### config.mk
export PLATFORM = sky130hd
export DESIGN_NAME = smg_capture_module
export DESIGN_NICKNAME = d
export VERILOG_FILES = /design/src/rtl/smg_capture_module.sv
export SDC_FILE = /design/constraint.sdc
export NUM_CORES = 1
export LEC_CHECK = 0
export ABC_CLOCK_PERIOD_IN_PS = 2900
export CAP_MARGIN = 25
export CELL_PAD_IN_SITES_DETAIL_PLACEMENT = 0
export CELL_PAD_IN_SITES_GLOBAL_PLACEMENT = 2
export CORE_ASPECT_RATIO = 1.1
export CORE_MARGIN = 2
export CORE_UTILIZATION = 40
export CTS_BUF_LIST = sky130_fd_sc_hd__clkbuf_2
export CTS_CLUSTER_DIAMETER = 150
export DETAILED_ROUTE_END_ITERATION = 8
export DONT_BUFFER_PORTS = 1
export PLACE_DENSITY = 0.78
export SYNTH_ARGS = -nofsm -noshare
export SYNTH_HDL_FRONTEND = slang
export SYNTH_SLANG_ARGS = --single-unit
export TNS_END_PERCENT = 20
### constraint.sdc
create_clock -name CLK -period 2.9 [get_ports CLK]
set_clock_uncertainty 0.1 [all_clocks]
set_input_delay 0.435 -clock CLK [delete_from_list [all_inputs] [get_ports CLK]]
set_output_delay 0.435 -clock CLK [all_outputs]
set_load 0.01 [all_outputs]
### src/rtl/smg_capture_module.sv
// rtl/smg_capture_module.sv - seven-segment scan capture: debounce digits, decode, publish 6-digit frames
module smg_capture_module #(
    parameter int STABLE_CYC  = 16,
    parameter int TIMEOUT_CYC = 1_000_000
) (
    input  logic        CLK,
    input  logic        RSTn,
    input  logic [7:0]  smg_data,
    input  logic [5:0]  scan_sig,
    output logic [23:0] number_sig,
    output logic        frame_valid,
    output logic        code_err,
    output logic        scan_err,
    output logic        link_timeout
);

    localparam int TW = $clog2(TIMEOUT_CYC + 1);
    localparam logic [TW-1:0] TMAX    = TW'(TIMEOUT_CYC);
    localparam logic [7:0]    CNT_MAX = 8'(STABLE_CYC - 1);
    localparam logic [7:0]    HIT_VAL = 8'(STABLE_CYC - 2);

    typedef enum logic [1:0] {IDLE, COUNT, LOCKED} state_t;

    state_t          state_q, state_d;
    logic [7:0]      data_s1, data_s2;
    logic [5:0]      scan_s1, scan_s2;
    logic [13:0]     prev_q;
    logic [7:0]      cnt_q;
    logic [5:0]      mask_q, mask_d;
    logic [5:0]      serr_q, serr_d;
    logic [5:0][3:0] slot_q, slot_d;
    logic [TW-1:0]   tcnt_q;

    logic       same, one_cold, multi, hit, accept, scan_err_d, publish;
    logic [2:0] idx;
    logic [4:0] dec;

    function automatic logic [2:0] count_low(input logic [5:0] v);
        logic [2:0] n;
        n = 3'd0;
        for (int i = 0; i < 6; i++) n = n + {2'b00, ~v[i]};
        return n;
    endfunction

    function automatic logic [2:0] low_index(input logic [5:0] v);
        logic [2:0] k;
        k = 3'd0;
        for (int i = 0; i < 6; i++) if (!v[i]) k = 3'(i);
        return k;
    endfunction

    // Returns {error, nibble}; dp is not part of the digit code.
    function automatic logic [4:0] seg_decode(input logic [6:0] c);
        case (c)
            7'h40:   return 5'h00;
            7'h79:   return 5'h01;
            7'h24:   return 5'h02;
            7'h30:   return 5'h03;
            7'h19:   return 5'h04;
            7'h12:   return 5'h05;
            7'h02:   return 5'h06;
            7'h78:   return 5'h07;
            7'h00:   return 5'h08;
            7'h10:   return 5'h09;
            default: return 5'h1F;
        endcase
    endfunction

    assign same     = ({scan_s2, data_s2} == prev_q);
    assign one_cold = (count_low(scan_s2) == 3'd1);
    assign multi    = (count_low(scan_s2) >= 3'd2);
    assign hit      = same && (cnt_q == HIT_VAL);
    assign idx      = low_index(scan_s2);
    assign dec      = seg_decode(data_s2[6:0]);
    assign publish  = (mask_q == 6'h3F);
    assign link_timeout = (tcnt_q == TMAX);

    always_comb begin
        state_d    = state_q;
        accept     = 1'b0;
        scan_err_d = 1'b0;
        case (state_q)
            IDLE: begin
                if (one_cold)          state_d = COUNT;
                else if (multi && hit) scan_err_d = 1'b1;
            end
            COUNT: begin
                if (!same) begin
                    state_d = one_cold ? COUNT : IDLE;
                end else if (hit) begin
                    accept  = 1'b1;
                    state_d = LOCKED;
                end
            end
            LOCKED: begin
                if (!same) state_d = one_cold ? COUNT : IDLE;
            end
            default: state_d = IDLE;
        endcase
    end

    // Publication clears the frame first so a same-cycle acceptance starts the next frame.
    always_comb begin
        mask_d = publish ? 6'h00 : mask_q;
        serr_d = publish ? 6'h00 : serr_q;
        slot_d = slot_q;
        if (accept) begin
            mask_d[idx] = 1'b1;
            serr_d[idx] = dec[4];
            slot_d[idx] = dec[3:0];
        end
    end

    always_ff @(posedge CLK or negedge RSTn) begin
        if (!RSTn) state_q <= IDLE;
        else       state_q <= state_d;
    end

    always_ff @(posedge CLK or negedge RSTn) begin
        if (!RSTn) begin
            data_s1     <= 8'hFF;
            data_s2     <= 8'hFF;
            scan_s1     <= 6'h3F;
            scan_s2     <= 6'h3F;
            prev_q      <= 14'h3FFF;
            cnt_q       <= 8'd0;
            mask_q      <= 6'h00;
            serr_q      <= 6'h00;
            slot_q      <= '0;
            tcnt_q      <= '0;
            number_sig  <= 24'h000000;
            frame_valid <= 1'b0;
            code_err    <= 1'b0;
            scan_err    <= 1'b0;
        end else begin
            data_s1     <= smg_data;
            data_s2     <= data_s1;
            scan_s1     <= scan_sig;
            scan_s2     <= scan_s1;
            prev_q      <= {scan_s2, data_s2};
            if (!same || (state_q == IDLE && one_cold)) cnt_q <= 8'd0;
            else if (cnt_q != CNT_MAX)                  cnt_q <= cnt_q + 8'd1;
            mask_q      <= mask_d;
            serr_q      <= serr_d;
            slot_q      <= slot_d;
            frame_valid <= publish;
            scan_err    <= scan_err_d;
            if (publish) begin
                number_sig <= slot_q;
                code_err   <= |serr_q;
                tcnt_q     <= '0;
            end else if (tcnt_q != TMAX) begin
                tcnt_q <= tcnt_q + 1'b1;
            end
        end
    end

endmodule
# After elaboration in Yosys (flattened, before gate mapping)
# Index checks and enable logic that the tools add are counted.
[totals]
inputBits = 16
out_inout_bits = 28
register_bits = 135
word_cells = 102
[op_classes]
bitwise_logic = 7
n_reduce_logical = 12
add_sub_neg = 7
n_eq_ne = 21
muxes = 32
order_cmp = 3
[op_table]
columns = ["operator", "n"]
rows = [
  ["one-hot mux 5 bit (10 select lines)", 1],
  ["2-to-1 mux 20 bit", 2],
  ["bitwise mux 24 bit", 1],
  ["2-to-1 mux 6 bit", 4],
  ["== test 7 x 5 -> 1 bit (second input constant)", 3],
  ["== test 7 bit (second input constant)", 3],
  ["adder 20 x 1 -> 20 bit (second input constant)", 1],
  ["== test 20 bit (second input constant)", 1],
  ["inequality test 20 bit (second input constant)", 1],
  ["2-to-1 mux 8 bit", 2],
  ["== test 14 bit", 1],
  ["== test 7 x 6 -> 1 bit (second input constant)", 2],
  ["demux 4 bit (select 3 bit)", 1],
  ["2-to-1 mux 3 bit", 4],
  ["adder 3 x 1 -> 3 bit", 3],
  ["2-to-1 mux 1 bit", 9],
  ["adder 8 x 1 -> 8 bit (second input constant)", 1],
  ["== test 8 x 4 -> 1 bit (second input constant)", 1],
  ["2-to-1 mux 2 bit", 4],
  ["inequality test 8 x 4 -> 1 bit (second input constant)", 1],
  ["== test 7 x 2 -> 1 bit (second input constant)", 1],
  ["zero test 7 bit", 1],
  ["bitwise mux 6 bit", 1],
  ["== test 6 bit (second input constant)", 1],
  ["22 further kinds", 32],
]

# Logic depth before layout (Yosys ltp)
# Gate-level depths: netlist (run 1).
[depth]
word_depth = 11
mapped_depth = 8
depth_no_buf = 8

# Least setup slack after synthesis (run 1)
# OpenSTA, ideal clock, no wires.
[synth_path]
kind = "flip-flop to flip-flop"
from = "register scan_s2[2]"
to = "register cnt_q[1]"
t_required_ns = 2.706
setup_slack_ns = 0.070
path_stages_with_launch = 9
t_arrival_ns = 2.636
setup_ns = 0.094
path_buffers = 0
synth_period_minus_slack_ns = 2.830
cell_sequence = "dfstp_2 fa_1 inv_1 fa_1 ha_1 fa_1 nor2_1 a41o_1 a211oi_1"
[synth_between]
elab_chain_cells = 9
word_cells_on_any_way = 12
classes_between = "add/sub (4); eq/ne (2); mux (1); bitwise (1); reduce/logical (4)"
[synth_lines]
columns = ["item", "line_no", "rtl"]
rows = [
  ["from (decl)", "26", "logic [5:0] scan_s1, scan_s2;"],
  ["from (signal assigned)", "139", "scan_s2 <= scan_s1;"],
  ["NOT 1 bit", "41", "for (int i = 0; i < 6; i++) n = n + {2'b00, ~v[i]};"],
  ["adder 2 x 1 -> 3 bit", "41", ""],
  ["adder 3 x 1 -> 3 bit (3 in a row)", "41", ""],
  ["== test 3 x 1 -> 1 bit", "70", "assign one_cold = (count_low(scan_s2) == 3'd1);"],
  ["logical AND 1 bit", "141", "if (!same || (state_q == IDLE && one_cold)) cnt_q <= 8'd0;"],
  ["logical OR 1 bit (*)", "141", ""],
  ["2-to-1 mux 8 bit / nonzero test 2 bit (equally long branches)", "--", ""],
  ["to (signal assigned)", "142", "else if (cnt_q != CNT_MAX) cnt_q <= cnt_q + 8'd1;"],
  ["to (decl)", "28", "logic [7:0] cnt_q;"],
]
# Mark *: on every way between the ends. The rest lies on a longest branch, timed or not.
# A chain may end at the register's enable or synchronous reset.

# Final worst setup path (run 1)
[layout_path]
from = "register scan_s2[5]"
to = "register scan_err"
[layout_between]
elab_chain_cells = 7
word_cells_on_any_way = 10
classes_between = "add/sub (1); order compare (1); eq/ne (2); mux (3); bitwise (1); reduce/logical (2)"
[layout_lines]
columns = ["item", "line_no", "rtl"]
rows = [
  ["NOT 1 bit", "41", ""],
  ["adder 3 x 1 -> 3 bit", "41", ""],
  ["greater-or-equal comparator 3 x 2 -> 1 bit", "71", "assign multi = (count_low(scan_s2) >= 3'd2);"],
  ["logical AND 1 bit", "85", "else if (multi && hit) scan_err_d = 1'b1;"],
  ["2-to-1 mux 1 bit", "85", ""],
  ["2-to-1 mux 1 bit (*)", "84", "if (one_cold) state_d = COUNT;"],
  ["2-to-1 mux 1 bit (*)", "82", "case (state_q)"],
  ["named net scan_err_d", "34", "logic same, one_cold, multi, hit, accept, scan_err_d, publish;"],
  ["to (signal assigned)", "147", "scan_err <= scan_err_d;"],
  ["to (decl)", "13", "output logic scan_err,"],
]
# The timed path passes the listed nets; every way through them passes the cells marked *.

==> results.yml, run 1 <==
run_status:
  status: "finished with violations"
  violations: "negative hold slack"
worst_setup_path:
  crit_fanout: 3
  r2r_slack_ns: 0.005
  critPathArrivalTime_ns: 3.44
  required_ns: 3.45
  startpoint_type: "flip-flop"
  r2r_start: "scan_s2[5]"
  r2r-end: "scan_err"
  rr_worst_depth: 8
  path_class: "flip-flop to flip-flop"
  endpoint_kind: "flip-flop"
global_routing:
  grt-ovfl-total: 0
  use_met3: 0.0513
  grt_use_total: 0.150
  grt_pass1_vias: 3519
  antenna_found_initial: 1
  grt_pass1_wl_um: 17100
  busiest_layer: "met2"
  met1_usage: 0.191
  grt_max_degree: 136
  grt.met2_usage: 0.235
pwr:
  power_density_nw_per_um2: 521
  switching_share: 0.244
  p_comb_frac: 0.034
  pwr-share-clk: 0.366
  irDropWorstVdd_mv: 0.323
  power_mw: 3.29
  p_leak_nw: 2.93
  p_sw_uw: 801
  p_int_mw: 2.49
  seqPwrFrac: 0.600
logic_synthesis:
  synth_ff_type: "dfrtp_1"
  synth_seq_cells: 135
  avgSynthCellArea_um2: 11.7
  synth_top_family_by_area: "simple AND/OR/NAND/NOR gates"
  syn_inst: 482
  synth_compound_area_frac: 0.0363
  async_flop_share: 1.00
  synth_area_um2: 5630
  synth_fp_nets: 506
  ys_seq_area_frac: 0.610
  synthAdderAreaFrac: 0.0236
  synthMuxAreaShare: 0.0667
  synth-edff-count: 0
  yosys_warnings: 0
  ys_types: 49
  synth-xor-area-share: 0.0529
  synth_simple_gate_area_frac: 0.185
die:
  coreArea_um2: 13800
  initial_core_util: 0.408
  die_w_um: 117
  floorplan.die.height_um: 128
  rows: 45
  io_pins: 44
  die_area_um2: 15000
routing:
  wl_per_cell_um: 14.1
  drc: 0
  drtIter0Drc: 139
  dr_total_vias: 3458
  routed_via_density: 4.86
  drtPass1Iterations: 4
  totalWireLength_um: 10000
  ant_nets: 0
sta:
  slew_headroom: 0.568
  worst_slew_pin_slew_ns: 0.642
  max_freq_mhz: 345
  hold_viol: 135
  setup_viol: 0
  worst_hold_slack_ns: -0.709
  layout_setup_ws_ns: 0.00512
  timing.final.crit_share: 0.998
  rsz0062_at_grt: "yes"
  report.final.slew_viol_count: 0
  period_minus_slack_ns: 2.89
final_layout:
  instances_no_fill: 712
  fill_cells: 1312
  final_design_area_no_fill_um2: 6310
  area_delta_synth_final_pct: 12.3
  drive_gt1_frac: 0.241
  fin_nets: 534
  final_core_util: 0.458
clock_tree:
  cts-root-buf: "clkbuf_2"
  cts_htree_levels: 4
  numCtsBuffers: 17
  worstSkewPairLatency_ns: 0.70
  cts.path.max_buffers: 2
  ctsHoldBuffers: 14
  cts.sinks: 135
  clkTransAtPathRegs_ns: 0.21
  cts_tree: "built"
job:
  maxCapViolCount: 0
placed_design:
  dp_slack_ns: -0.0560
  gp_congestion: 0.739
  portBuffers: 0
  dpl_cell_area_um2: 5880
  hpwl_um: 6500
  place_inst: 665
worst_hold_path:
  hold_class: "input port to asynchronous set/reset pin"
[power groups by stage]
stage               combinational [mW]  clock [mW]  sequential, mW
floorplan                       0.0765           0            1.99
global placement                0.0869           0            2.00
detailed placement              0.0897           0            2.00
CTS                              0.106        1.27            1.97
global route                     0.127        1.34            1.98
finish                           0.112        1.20            1.97
[stage by stage]
step | hold WS [ns] | TNS, ns
2_1_floorplan | 0.0394 | 0
3_3_place_gp | 0.0446 | -0.0515
3_5_place_dp | 0.0440 | -0.376
4_1_cts | -0.802 | 0
5_1_grt | -0.825 | -0.444
6_report | -0.709 | 0
[worst max-delay path, cell delays in order (launching register included)]
cell     delay (ns)
dfstp_2        0.59
fa_1           0.41
inv_1          0.08
fa_1           0.42
ha_2           0.19
fa_1           0.50
nor2_2         0.06
or4_1          0.40
nor2_1         0.12
[what timing repair did]
item / 4_1_cts / 5_1_grt
endpoints found under the hold margin: 149 / 135
setup endpoints to repair: 9 / 9
setup buffers: 0 / 0
pin swaps: 1 / 3
gates resized for setup: 3 / 3
[worst max-delay path by stage]
stage	startpoint	end	slack, ns
after floorplan	scan_s2[2]	cnt_q[1]	0.07
after global placement	scan_s2[5]	cnt_q[5]	-0.008
after detailed placement	scan_s2[5]	cnt_q[5]	-0.06
after CTS	scan_s2[5]	cnt_q[5]	0.01
after global routing	scan_s2[5]	scan_err	-0.08
final	scan_s2[5]	scan_err	0.005
[synth_stat cells, drive strengths merged, types with 5 or more instances]
cell type,instances,area [µm²]
xnor2,7,61.3
o21ai,5,25.0
mux2,24,285
buf,6,45.0
a21oi,11,55.1
nand4,6,37.5
a21o,6,45.0
clkbuf,13,48.8
nor3,6,35.0
and3,5,31.3
mux2i,9,90.1
or3,7,48.8
nand2,104,390
inv,14,52.6
nor2,35,131
dfstp,42,1100
dfrtp,93,2330
xor2,27,236
nor4,13,156
nand3,15,87.6
ha,5,62.6
[sequential cells by signal, summed over array words and instances (netlist names), 6 cells and up]
register    flops
cnt_q           8
data_s1         8
data_s2         8
mask_q          6
number_sig     24
prev_q         14
scan_s1         6
scan_s2         6
serr_q          6
slot_q         24
tcnt_q         20
[final cells by class]
cell class / count / area [µm²] / area share
antenna: 1 / 2.50 / 0.000396
sequential: 135 / 3430 / 0.543
clock inverter: 14 / 171 / 0.0271
timing repair buffer: 28 / 258 / 0.0408
tap: 188 / 235 / 0.0372
multi-input combinational: 314 / 2070 / 0.329
clock buffer: 18 / 90.1 / 0.0143
inverter: 14 / 52.6 / 0.00832
[logic make-up (layout without fill, tap and decap cells)]
kind of cell | count (synthesis) | count (layout)
mux | 33 | 33
other cells | 0 | 1
flops | 135 | 135
compound gates | 32 | 32
simple gates | 206 | 206
buf+inv | 33 | 74
xor+xnor | 34 | 34
fa+ha+maj | 9 | 9
[placed cells by master, fill, tap and decap left out, drive strengths merged, types with 2 or more instances in the layout]
cell / Yosys / layout
nor4: 13 / 13
o21ai: 5 / 5
nand2b: 2 / 2
dfrtp: 93 / 93
clkinvlp: 0 / 4
nor2b: 2 / 2
clkinv: 0 / 3
nor3: 6 / 6
clkbuf: 13 / 18
a31oi: 2 / 2
a21oi: 11 / 11
and4: 2 / 2
dlygate4sd3: 0 / 14
mux2i: 9 / 9
nor2: 35 / 35
inv: 14 / 18
or4b: 2 / 2
fa: 3 / 3
xor2: 27 / 27
ha: 5 / 5
nand2: 104 / 104
mux2: 24 / 24
or3: 7 / 7
xnor2: 7 / 7
nand3: 15 / 15
buf: 6 / 14
a21o: 6 / 6
bufinv: 0 / 3
nand4: 6 / 6
and3: 5 / 5
nor4b: 2 / 2
dfstp: 42 / 42
[metal layers]
metal | vias up | routed length [µm]
met3 | 10 | 425
met2 | 60 | 4940
met1 | 1719 | 4550
li1 | 1669 | -
met5 | - | 0
met4 | 0 | 121
No activity file was read; power rests on OpenSTA's default activity.
==> run 2: changes to the inputs <==
--- a/config.mk
+++ b/config.mk
@@ -5,6 +5,7 @@
 export SDC_FILE = /design/constraint.sdc
 export NUM_CORES = 1
 export LEC_CHECK = 0
+export ABC_AREA = 0
 export ABC_CLOCK_PERIOD_IN_PS = 2900
 export CAP_MARGIN = 25
 export CELL_PAD_IN_SITES_DETAIL_PLACEMENT = 0
@@ -14,6 +15,7 @@
 export CORE_UTILIZATION = 40
 export CTS_BUF_LIST = sky130_fd_sc_hd__clkbuf_2
 export CTS_CLUSTER_DIAMETER = 150
+export CTS_CLUSTER_SIZE = 16
 export DETAILED_ROUTE_END_ITERATION = 8
 export DONT_BUFFER_PORTS = 1
 export PLACE_DENSITY = 0.78
==> results of run 2 <==
Same layout as run 1: the final DEF is identical, and so are final timing and power.
